`src/rtl/movz_cond_write_ctrl.sv`:
```
// Conditional-move (MOVZ/MOVN) write control for the EX->MEM->WB pipeline.
// Resolves the move condition in EX, gates the result mux and tracks the write through WB.
module movz_cond_write_ctrl #(
   parameter int CNT_W  = 16,
   parameter int REG_AW = 5
) (
   input  logic              clk,
   input  logic              reset_n,
   input  logic              d_valid,
   input  logic              d_regwrite,
   input  logic              d_is_movz,
   input  logic              d_is_movn,
   input  logic [REG_AW-1:0] d_rd,
   input  logic              e_stall,
   input  logic              e_flush,
   input  logic [31:0]       e_rt_val,
   output logic              e_mux_sel,
   output logic              e_wr_valid,
   output logic [REG_AW-1:0] e_rd,
   output logic              m_wr_valid,
   output logic [REG_AW-1:0] m_rd,
   output logic              w_regwrite,
   output logic [REG_AW-1:0] w_rd,
   output logic [CNT_W-1:0]  taken_cnt,
   output logic [CNT_W-1:0]  skip_cnt
);

   localparam logic [CNT_W-1:0] CNT_ONE = CNT_W'(1);

   logic              e_valid_reg;
   logic              e_regwrite_reg;
   logic              e_is_movz_reg;
   logic              e_is_movn_reg;
   logic [REG_AW-1:0] e_rd_reg;

   logic              m_valid_reg;
   logic              m_we_reg;
   logic [REG_AW-1:0] m_rd_reg;

   logic              w_valid_reg;
   logic              w_we_reg;
   logic [REG_AW-1:0] w_rd_reg;

   logic              e_cond;
   logic              e_cond_op;
   logic              e_we;
   logic              e_leave;
   logic [1:0]        cnt_inc;

   // MOVZ wins when both op flags are set; plain instructions always pass
   always_comb begin
      e_cond = 1'b1;
      if (e_is_movz_reg)
         e_cond = (e_rt_val == 32'd0);
      else if (e_is_movn_reg)
         e_cond = (e_rt_val != 32'd0);
   end

   assign e_cond_op = e_is_movz_reg | e_is_movn_reg;
   assign e_we      = e_valid_reg & e_regwrite_reg & e_cond;
   assign e_leave   = e_valid_reg & ~e_stall;

   assign cnt_inc[0] = e_leave & e_cond_op &  e_cond;
   assign cnt_inc[1] = e_leave & e_cond_op & ~e_cond;

   always_ff @(posedge clk or negedge reset_n) begin
      if (!reset_n) begin
         e_valid_reg    <= 1'b0;
         e_regwrite_reg <= 1'b0;
         e_is_movz_reg  <= 1'b0;
         e_is_movn_reg  <= 1'b0;
         e_rd_reg       <= '0;
      end else if (e_flush) begin
         e_valid_reg    <= 1'b0;
         e_regwrite_reg <= 1'b0;
         e_is_movz_reg  <= 1'b0;
         e_is_movn_reg  <= 1'b0;
         e_rd_reg       <= '0;
      end else if (!e_stall) begin
         e_valid_reg    <= d_valid;
         e_regwrite_reg <= d_regwrite;
         e_is_movz_reg  <= d_is_movz;
         e_is_movn_reg  <= d_is_movn;
         e_rd_reg       <= d_rd;
      end
   end

   // The condition is frozen into m_we_reg here; later rt changes cannot reach M
   always_ff @(posedge clk or negedge reset_n) begin
      if (!reset_n) begin
         m_valid_reg <= 1'b0;
         m_we_reg    <= 1'b0;
         m_rd_reg    <= '0;
      end else if (e_stall) begin
         m_valid_reg <= 1'b0;
         m_we_reg    <= 1'b0;
         m_rd_reg    <= '0;
      end else begin
         m_valid_reg <= e_valid_reg;
         m_we_reg    <= e_we;
         m_rd_reg    <= e_rd_reg;
      end
   end

   always_ff @(posedge clk or negedge reset_n) begin
      if (!reset_n) begin
         w_valid_reg <= 1'b0;
         w_we_reg    <= 1'b0;
         w_rd_reg    <= '0;
      end else begin
         w_valid_reg <= m_valid_reg;
         w_we_reg    <= m_we_reg;
         w_rd_reg    <= m_rd_reg;
      end
   end

   // Index 0 counts taken moves, index 1 counts skipped moves; both stick at all-ones
   genvar gi;
   generate
      for (gi = 0; gi < 2; gi++) begin : g_cnt
         logic [CNT_W-1:0] cnt_reg;

         always_ff @(posedge clk or negedge reset_n) begin
            if (!reset_n)
               cnt_reg <= '0;
            else if (cnt_inc[gi] && (cnt_reg != {CNT_W{1'b1}}))
               cnt_reg <= cnt_reg + CNT_ONE;
         end
      end
   endgenerate

   assign taken_cnt = g_cnt[0].cnt_reg;
   assign skip_cnt  = g_cnt[1].cnt_reg;

   assign e_mux_sel  = e_valid_reg & e_cond;
   assign e_wr_valid = e_we & (e_rd_reg != '0);
   assign e_rd       = e_rd_reg;

   assign m_wr_valid = m_valid_reg & m_we_reg & (m_rd_reg != '0);
   assign m_rd       = m_rd_reg;

   assign w_regwrite = w_valid_reg & w_we_reg & (w_rd_reg != '0);
   assign w_rd       = w_rd_reg;

endmodule

```
`config.mk`:
```
export PLATFORM = sky130hd
export DESIGN_NAME = movz_cond_write_ctrl
export DESIGN_NICKNAME = d
export VERILOG_FILES = /design/src/rtl/movz_cond_write_ctrl.sv
export SDC_FILE = /design/constraint.sdc
export NUM_CORES = 1
export LEC_CHECK = 0
export BUFFER_PORTS_ARGS = -buffer_cell sky130_fd_sc_hd__buf_4
export CAP_MARGIN = 20
export CORE_MARGIN = 2
export CORE_UTILIZATION = 49
export CTS_CLUSTER_SIZE = 28
export DETAILED_ROUTE_END_ITERATION = 10
export HOLD_SLACK_MARGIN = 0.05
export MAX_ROUTING_LAYER = met4
export PLACE_DENSITY = 0.8
export SLEW_MARGIN = 20
export SYNTH_ARGS = -nofsm -noshare
export SYNTH_HDL_FRONTEND = slang
export SYNTH_SLANG_ARGS = --single-unit
```
`constraint.sdc`:
```
create_clock -name clk -period 2.1 [get_ports clk]
set_input_delay 0.21 -clock clk [delete_from_list [all_inputs] [get_ports clk]]
set_output_delay 0.21 -clock clk [all_outputs]
set_load 0.01 [all_outputs]
```
## Yosys cells after proc, flatten, opt, wreduce, memory -nomap -nowiden

Cells that the tools add are included.

| word-level totals | value |
|---|---|
| bits in registers | 55 |
| bits of input ports | 45 |
| output and inout bits | 51 |
| logic and storage cells | 55 |

| operators by class | value |
|---|---|
| $add $sub $neg | 2 |
| equality and inequality tests | 3 |
| mux-type cells | 15 |
| bitwise gates (word level) | 15 |
| reduce and logical (&&, ||, !) cells | 7 |

Operators by type and width:

| operator | number |
|---|---|
| $add A16 B1 Y16 const B | 2 |
| $logic_not A32 Y1 | 1 |
| $ne A16 B16 Y1 const B | 2 |
| $reduce_bool A32 Y1 | 1 |
| $mux W5 | 3 |
| $reduce_bool A5 Y1 | 3 |
| $and A1 B1 Y1 | 12 |
| $mux W1 | 12 |
| $logic_and A1 B1 Y1 | 2 |
| $ne A2 B1 Y1 const B | 1 |
| $not A1 Y1 | 2 |
| $or A1 B1 Y1 | 1 |

## Longest topological paths before layout

Gate-level depths: netlist (run 1).

| logic depth | value |
|---|---|
| depth after elaboration | 6 |
| depth in mapped cells | 8 |
| depth with buffers taken out | 7 |

## Least setup slack after synthesis (run 1)

OpenSTA, ideal clock, no wires.

| path | value |
|---|---|
| path kind | input port to flip-flop |
| start | in e_rt_val[16] |
| end | reg g_cnt[0].cnt_reg[1] (netlist: taken_cnt[1]) |
| arrival | 1,712 ps |
| slack | 263 ps |
| cell stages on the path | 6 |
| cell sequence | nor4_1 -> nand4_1 -> nor2_4 -> mux2i_2 -> nand2b_1 -> mux2_2 |

| between the ends | value |
|---|---|
| longest elaborated chain between the ends | 5 |
| elaborated cells on any way between the ends | 6 |
| classes of those cells | 2 x mux; 1 x bitwise; 3 x reduce/logical |

RTL lines:

| item | RTL line | RTL |
|---|---|---|
| from (decl) | 16 | `input logic [31:0] e_rt_val,` |
| $reduce_bool A32 Y1 | 56 | `e_cond = (e_rt_val != 32'd0);` |
| $mux W1 | 55 | `else if (e_is_movn_reg)` |
| $mux W1 * | 53 | `if (e_is_movz_reg)` |
| $and A1 B1 Y1 * | 63 | `assign cnt_inc[0] = e_leave & e_cond_op & e_cond;` |
| $logic_and A1 B1 Y1 * | 126 | `else if (cnt_inc[gi] && (cnt_reg != {CNT_W{1'b1}}))` |
| to (signal assigned) | 127 | `cnt_reg <= cnt_reg + CNT_ONE;` |
| to (decl) | 121 | `logic [CNT_W-1:0] cnt_reg;` |

Mark *: on every way between the ends. The rest lies on a longest branch, timed or not.
A chain may end at the register's enable or synchronous reset.

## Worst setup path in the final report (run 1)

| path | value |
|---|---|
| start | in e_rt_val[25] |
| end | out e_wr_valid |

| between the ends | value |
|---|---|
| longest elaborated chain between the ends | 5 |
| elaborated cells on any way between the ends | 6 |
| classes of those cells | 2 x mux; 2 x bitwise; 2 x reduce/logical |

RTL lines:

| item | RTL line | RTL |
|---|---|---|
| $reduce_bool A32 Y1 | 56 |  |
| $mux W1 | 55 |  |
| $mux W1 * | 53 |  |
| $and A1 B1 Y1 * | 60 | `assign e_we = e_valid_reg & e_regwrite_reg & e_cond;` |
| $and A1 B1 Y1 * | 136 | `assign e_wr_valid = e_we & (e_rd_reg != '0);` |
| to (decl) | 18 | `output logic e_wr_valid,` |

Marks and branches as above.

==> summary.txt, run 1 <==
Detailed routing
  • DRC Markers: 0
  • Detailed Routing Iterations Pass 1: 4
  • Number of DRC markers in iteration 0: 55
  • DR vias/cell: ~5
  • DRT antenna net count: 0
  • Final wirelength: about 5400 um
  • Vias post-DR: 1975
  • DR WL/cell: 13.89 um

Floorplanning
  • Die Wd: roughly 75 um
  • Core Box Area: 0.005010 mm2
  • Io pins: 96
  • Initial Utilization: 0.4998
  • Die height: 75.48 um
  • # rows: 26
  • Die ar.: about 0.0057 mm2

STA
  • Setup ws final: 0.1277 ns
  • Clock Skew: ~0.006 ns
  • Period utilization: 0.9392
  • Fmax: 507.0 MHz
  • RSZ-0062 raised after global routing: no
  • Max Slew Vio Count: 0
  • Tmin final: a little under 2 ns
  • Slew @ Worst Pin: 0.6888 ns
  • Fin Hold WS: 0.1328 ns
  • Final setup violation count: 0
  • Slew HR: 0.5408
  • Hold violation count in the final report: 0
  • Setup tns final: 0 ns

Cells and area
  • Finished Layout Cells: between 300 and 400
  • Layout cells sized above 1: 0.4006
  • Final core occ: 0.6876
  • Inserted Diodes: 0
  • Final Cell Area: 0.003445 mm2
  • Area growth, synth to finish: 37.58%
  • Final net count: between 300 and 400

Min path
  • Hold WC Path Type: input pin to flop
  • Hold Path Stages: 2

Worst setup path
  • R2R cell count: 7
  • CP Capture Type: primary output
  • Worst path arrival time: approximately 1.8 ns
  • CP required: 1.89 ns
  • Crit path kind: input pin to primary output
  • Crit start category: input pin
  • Critical-path maximum fanout: 4

Logic synthesis
  • Mux share of post-synthesis cell area: 0.06697
  • Synth cell types: 32
  • Mean post-synth cell area: 11.59 um2
  • Synthesized Nets: 263
  • Yosys reg bits: 55
  • Ys Warns: 0
  • Post-synthesis sequential area ratio: 0.5497
  • Ys async rst share: 1.000
  • Top cells by count, synth: 55 x dfrtp_1, 20 x nor2_1, 18 x nand2_1
  • EDFF count, synth: 0
  • Most instantiated library cell after synthesis: dfrtp_1
  • Synth Area in Simple Gates: 0.2434
  • Synth Area in Compound Gates: 0.01799
  • Prevailing post-synth register cell: dfrtp_1
  • Largest family of logic cells by synthesized area: simple AND/OR/NAND/NOR gates
  • XOR/XNOR share of the synthesized area: 0.09795
  • Cell taking the most area after synthesis: dfrtp_1
  • Yosys top cell area share: 0.5497
  • Post-synthesis adder-cell area fraction: 0.009995
  • Gate count of the mapped netlist: 216
  • Synth top area cells: dfrtp_1 55%, xor2_1 5.2%, mux2i_1 4.8%, xnor2_1 4.5%, nor2_1 3.0%
  • Area of the mapped netlist: about 0.0025 mm2

Place
  • Cell Area, Placed: between 0.003 and 0.004 mm2
  • Dpl cells: 378
  • Port bufs: between 90 and 100
  • Pre-CTS setup slack: 0.03692 ns
  • Placer Congestion: just over 0.8
  • HPWL Detailed: 4014 um

Global routing
  • Initial antenna violation count: 0
  • First-pass GRT wire length: 8590 um
  • Largest net degree at the start of global routing: 56
  • Grt ovf: 0
  • Number of global-route vias before repair: 1864
  • Tot GR Track Use: 0.2034

CTS
  • CTS Buf Count: 5
  • Clock Sinks: 55
  • Clock tree buffer depth: 2
  • Post-CTS Setup Bufs: 0
  • H-Tree Depth: 2
  • Clock transition at the registers of the reported paths: 0.09 ns
  • Root Driver: clkbuf_8
  • CTS tree: done
  • Skew-Pair Late Insertion Delay: 0.30 ns

Pwr
  • Pleak: 1.730 nW
  • Overall Power: between 1.5 and 2 mW
  • Peak supply drop: around 0.41 mV
  • Power Density: 578.0 mW/mm2

Job
  • Max cap viols: 0

Run status
  • Status: complete, no violations
[critical path: stages]
cell and delay [ns]:
buf_4 0.12, nor4_2 0.29, nand4_1 0.18, nor2_4 0.22, mux2i_4 0.29, and2_1 0.17
o311a_1 0.17, buf_4 0.12
[layout make-up]
class / instances / area [um2]
Multi-Input combinational cell: 155 / 1157
Clock inverter: 1 / 5.005
Timing Repair Buffer: 98 / 738.2
Inverter: 1 / 3.754
Clock buffer: 7 / 76.32
Tap cell: 70 / 87.58
Fill cell: 416 / 1565
Sequential cell: 55 / 1376
[cell families after synthesis]
kind of cell,Yosys count
flip-flops,55
AND/OR/NAND/NOR,103
XOR/XNOR,28
multiplexers,16
AO/OA/AOI/OAI,6
buffers and inverters,6
adder cells (fa/ha/maj),2
[path summary, 6_finish.rpt]
kind | startpoint | endpoint | slack, ns
setup / recovery | e_rt_val[25] | e_wr_valid | 0.13
hold / removal | e_flush | e_is_movn_reg | 0.13
setup reg to reg | taken_cnt[0] | taken_cnt[15] | 0.24
hold reg to reg | m_we_reg | w_we_reg | 0.38
max in group asynchronous | reset_n | m_rd[3] | 1.16
min in group asynchronous | reset_n | taken_cnt[13] | 0.50
[metal layers]
layer / up-vias / share of wire / GRT usage / routed length, um
met5: - / 0 / - / 0
met4: 0 / 0.0080 / 0.05263 / 43
met3: 6 / 0.039 / 0.04101 / 208
met2: 52 / 0.50 / 0.3304 / 2699
met1: 955 / 0.45 / 0.2630 / 2425
li1: 962 / - / - / -
[report_power, final]
group	switching, mW	total, mW	internal, mW
sequential	0.0611	1.17	1.11
combinational	0.117	0.275	0.158
clock	0.314	0.549	0.235
[layout by cell type (no fill, tap or decap)]
cell           instances
nor3_2                 5
nor2b_4                1
nand2_1               18
nand4_1               11
xor2_1                15
o21ai_0                3
or3_1                  3
buf_4                 97
and3_1                 6
nor2_4                 1
nor3_1                 1
mux2i_1               11
xnor2_1               13
nor4_2                 7
dlygate4sd3_1          1
clkinv_2               1
o311a_1                3
nor2_1                20
ha_1                   2
nand3_1                9
nor4b_2                2
clkbuf_8               5
nor2b_1                7
dfrtp_1               55
and4bb_2               2
and2_1                 5
and4_1                 2
nor4_1                 1
mux2i_4                1
clkbuf_1               2
nand2b_1               1
nor4_4                 1
inv_1                  1
mux2i_2                1
mux2_2                 3
[timing repair]
| item | in CTS | in global routing |
|---|---|---|
| setup endpoints to repair | 0 | 1 |
| resized for setup | 0 | 10 |
| hold endpoints to repair | 55 | 0 |
| hold buffers | 1 | 0 |
Note: power is estimated with default switching activity, not from simulation.
==> run 2, diff against run 1 <==
--- a/config.mk
+++ b/config.mk
@@ -5,10 +5,11 @@
 export SDC_FILE = /design/constraint.sdc
 export NUM_CORES = 1
 export LEC_CHECK = 0
+export ABC_AREA = 1
 export BUFFER_PORTS_ARGS = -buffer_cell sky130_fd_sc_hd__buf_4
 export CAP_MARGIN = 20
 export CORE_MARGIN = 2
-export CORE_UTILIZATION = 49
+export CORE_UTILIZATION = 51
 export CTS_CLUSTER_SIZE = 28
 export DETAILED_ROUTE_END_ITERATION = 10
 export HOLD_SLACK_MARGIN = 0.05
==> run 2 against run 1 <==
Against the previous run: first-iteration DRC count rose to 2.8 times the previous value; critical path depth down 1; clock skew about the same; sequential power about the same; clock-buffer cell count down 2; global-route usage up 4.0 points; synthesized cell count up 79%; via count up 48%; final area up 13%; largest cell class is now multi-input gates.
==> summary.txt, run 2 <==
STA
  • RSZ-0062 raised after global routing: no
  • Setup tns final: 0 ns (unchanged)
  • Slew HR: 0.5362 (-0.004603)
  • Final setup violation count: 0 (unchanged)
  • Period utilization: 0.8724 (-0.06684)
  • Clock Skew: 0.005700 ns (-0.0002368 ns)
  • Slew @ Worst Pin: 0.6957 ns (+0.006905 ns)
  • Hold violation count in the final report: 0 (unchanged)
  • Tmin final: 1.832 ns (-0.1404 ns)
  • Setup ws final: 0.2680 ns (+0.1404 ns)
  • Max Slew Vio Count: 0 (unchanged)
  • Fmax: 545.9 MHz (+7.7%)
  • Fin Hold WS: 0.1296 ns (-0.003186 ns)

CTS
  • Clock Sinks: 55 (unchanged)
  • H-Tree Depth: 2 (unchanged)
  • Root Driver: clkbuf_8
  • Clock tree buffer depth: 2 (unchanged)
  • CTS tree: done
  • CTS Buf Count: 5 (unchanged)
  • Clock transition at the registers of the reported paths: 0.10 ns (about the same)
  • Skew-Pair Late Insertion Delay: 0.31 ns (about the same)

Place
  • Cell Area, Placed: 0.003802 mm2 (+16%)
  • Port bufs: 95 (unchanged)
  • Placer Congestion: 0.8615 (+6.0%)
  • Dpl cells: 547 (+45%)
  • HPWL Detailed: 5419 um (+35%)
  • Pre-CTS setup slack: 0.3026 ns (+0.2657 ns)

Cells and area
  • Commonest non-fill, non-tap cell in the layout: nand2_1
  • Final Cell Area: 0.003905 mm2 (+13%)
  • FF/Latch Area: 0.001376 mm2 (unchanged)
  • # fillers: 505 (+21%)
  • Area growth, synth to finish: 28.49%
  • Most frequent cells in the layout: 110 x nand2_1, 100 x buf_4, 55 x dfrtp_1, 41 x nor2_1, 37 x nand4_1
  • Inserted Diodes: 0 (unchanged)
  • Final net count: 527 (+45%)
  • Final core occ: 0.6675 (-0.02011)
  • Finished Layout Cells: 556 (+44%)
  • Area taken by multi-input logic gates: 0.001446 mm2 (+25%)
  • Layout cells sized above 1: 0.2516 (-0.1491)

Logic synthesis
  • Synth Area in Simple Gates: 0.3767 (+0.1333)
  • Synth cell types: 28 (-13%)
  • Ys async rst share: 1.000 (unchanged)
  • Gate count of the mapped netlist: 386 (+79%)
  • Ys Warns: 0 (unchanged)
  • Prevailing post-synth register cell: dfrtp_1
  • Mux share of post-synthesis cell area: 0 (-0.06697)
  • Top cells by count, synth: 110 x nand2_1, 55 x dfrtp_1, 41 x nor2_1
  • Mean post-synth cell area: 7.873 um2 (-32%)
  • Synth Area in Compound Gates: 0.02758 (+0.009592)
  • Synth top area cells: dfrtp_1 45%, nand2_1 14%, nand4_1 7.6%, nand3_1 5.1%, nor2_1 5.1%
  • Synthesized Nets: 433 (+65%)
  • Area of the mapped netlist: 0.003039 mm2 (+21%)
  • Most instantiated library cell after synthesis: nand2_1
  • Post-synthesis adder-cell area fraction: 0.008234 (-0.001761)
  • Post-synthesis sequential area ratio: 0.4529 (-0.09686)
  • Yosys reg bits: 55 (unchanged)
  • EDFF count, synth: 0 (unchanged)
  • Yosys top cell area share: 0.4529 (-0.09686)
  • XOR/XNOR share of the synthesized area: 0.06340 (-0.03455)
  • Largest family of logic cells by synthesized area: simple AND/OR/NAND/NOR gates
  • Cell taking the most area after synthesis: dfrtp_1

Global routing
  • Grt ovf: 0 (unchanged)
  • Largest net degree at the start of global routing: 56 (unchanged)
  • Tot GR Track Use: 0.2434 (+0.04000)
  • First-pass GRT wire length: 12390 um (+44%)
  • Number of global-route vias before repair: 2888 (+55%)
  • Initial antenna violation count: 0 (unchanged)

Worst setup path
  • Slowest stage delay, CP: 0.43 ns (+0.14 ns)
  • R2R cell count: 7 (unchanged)
  • CP Capture Type: flop
  • CP required: 2.35 ns (+0.46 ns)
  • Worst path arrival time: 2.08 ns (+0.32 ns)
  • Critical-path maximum fanout: 17 (+13)
  • Crit path kind: flop to flop
  • Slowest-stage cell, CP: dfrtp_1
  • Critical-path cell list: ha_1 > nand3_2 > nor2_4 > nand4_4 > nand4_4 > nand2_1 > nand2_1
  • Crit start category: flop

Floorplanning
  • Io pins: 96 (unchanged)
  • Die Wd: 81.20 um (+7.6%)
  • Core Box Area: 0.005851 mm2 (+17%)
  • Die ar.: 0.006593 mm2 (+16%)
  • Initial Utilization: 0.5195 (+0.01971)
  • # rows: 28 (+7.7%)
  • Die height: 81.20 um (+7.6%)

Job
  • Max cap viols: 0 (unchanged)

Detailed routing
  • DRT antenna net count: 0 (unchanged)
  • Final wirelength: 7297 um (+36%)
  • DRC Markers: 0 (unchanged)
  • Detailed Routing Iterations Pass 1: 4 (unchanged)
  • DR WL/cell: 13.12 um (-5.5%)
  • DR vias/cell: 5.259 (+3.0%)
  • Number of DRC markers in iteration 0: 153 (+180%)
  • Vias post-DR: 2924 (+48%)

Pwr
  • Overall Power: 2.183 mW (+9.6%)
  • Power Density: 559.0 mW/mm2 (-3.3%)
  • Peak supply drop: 0.4671 mV (+13%)
  • Pleak: 1.987 nW (+15%)

Min path
  • Hold Path Stages: 3 (+1)
  • Hold WC Path Type: input pin to flop

Run status
  • Status: complete, no violations
[run 2: cell count changes in the layout (fill, tap and decap cells not counted), moves of 9 or more]
cell and delta:
nand3_1 +22, inv_1 +34, nand2_1 +92, nand4_1 +26
nor2_1 +21, nor3_1 +9, mux2i_1 -11
[run 2: layout make-up]
class | count | share of cell area
Clock inverter | 3 | 0.006088
Tap cell | 75 | 0.02403
Inverter | 36 | 0.03460
Multi-Input combinational cell | 281 | 0.3704
Clock buffer | 5 | 0.01762
Timing Repair Buffer | 101 | 0.1948
Sequential cell | 55 | 0.3525
[run 2: logic make-up after synthesis]
family	after synthesis
simple gates	243
xor+xnor	22
fa+ha+maj	2
compound gates	14
flops	55
buf+inv	50
[run 2: critical path: cells and delay by family (launching register included)]
family | cells | cell delay [ns]
simple gates | 6 | 1.09
flops | 1 | 0.43
fa+ha+maj | 1 | 0.25
[run 2: final timing paths]
| check | end | start | slack [ns] |
|---|---|---|---|
| setup reg to reg | skip_cnt[7] | skip_cnt[1] | 0.27 |
| max in group asynchronous | e_regwrite_reg | reset_n | 1.16 |
| hold reg to reg | w_we_reg | m_we_reg | 0.38 |
| hold / removal | e_is_movn_reg | d_is_movn | 0.13 |
| min in group asynchronous | w_rd[4] | reset_n | 0.48 |
| setup / recovery | skip_cnt[7] | skip_cnt[1] | 0.27 |
[run 2: power breakdown]
part | internal, mW | switching, mW
combinational | 0.190 | 0.197
clock | 0.239 | 0.364
sequential | 1.12 | 0.0716
[run 2: per-layer routing]
metal | part of all wire | routed length, um | vias to the layer above | GRT usage
met4 | 0.011 | 80 | 0 | 0.07119
met2 | 0.52 | 3803 | 101 | 0.4331
li1 | - | - | 1459 | -
met3 | 0.058 | 422 | 8 | 0.03222
met1 | 0.41 | 2991 | 1356 | 0.2879
met5 | 0 | 0 | - | -
[run 2: timing repair]
action / CTS / global route
endpoints found under the hold margin: 55 / 0
resized for setup: 0 / 0
setup buffers: 0 / 0
hold buffers: 1 / 0
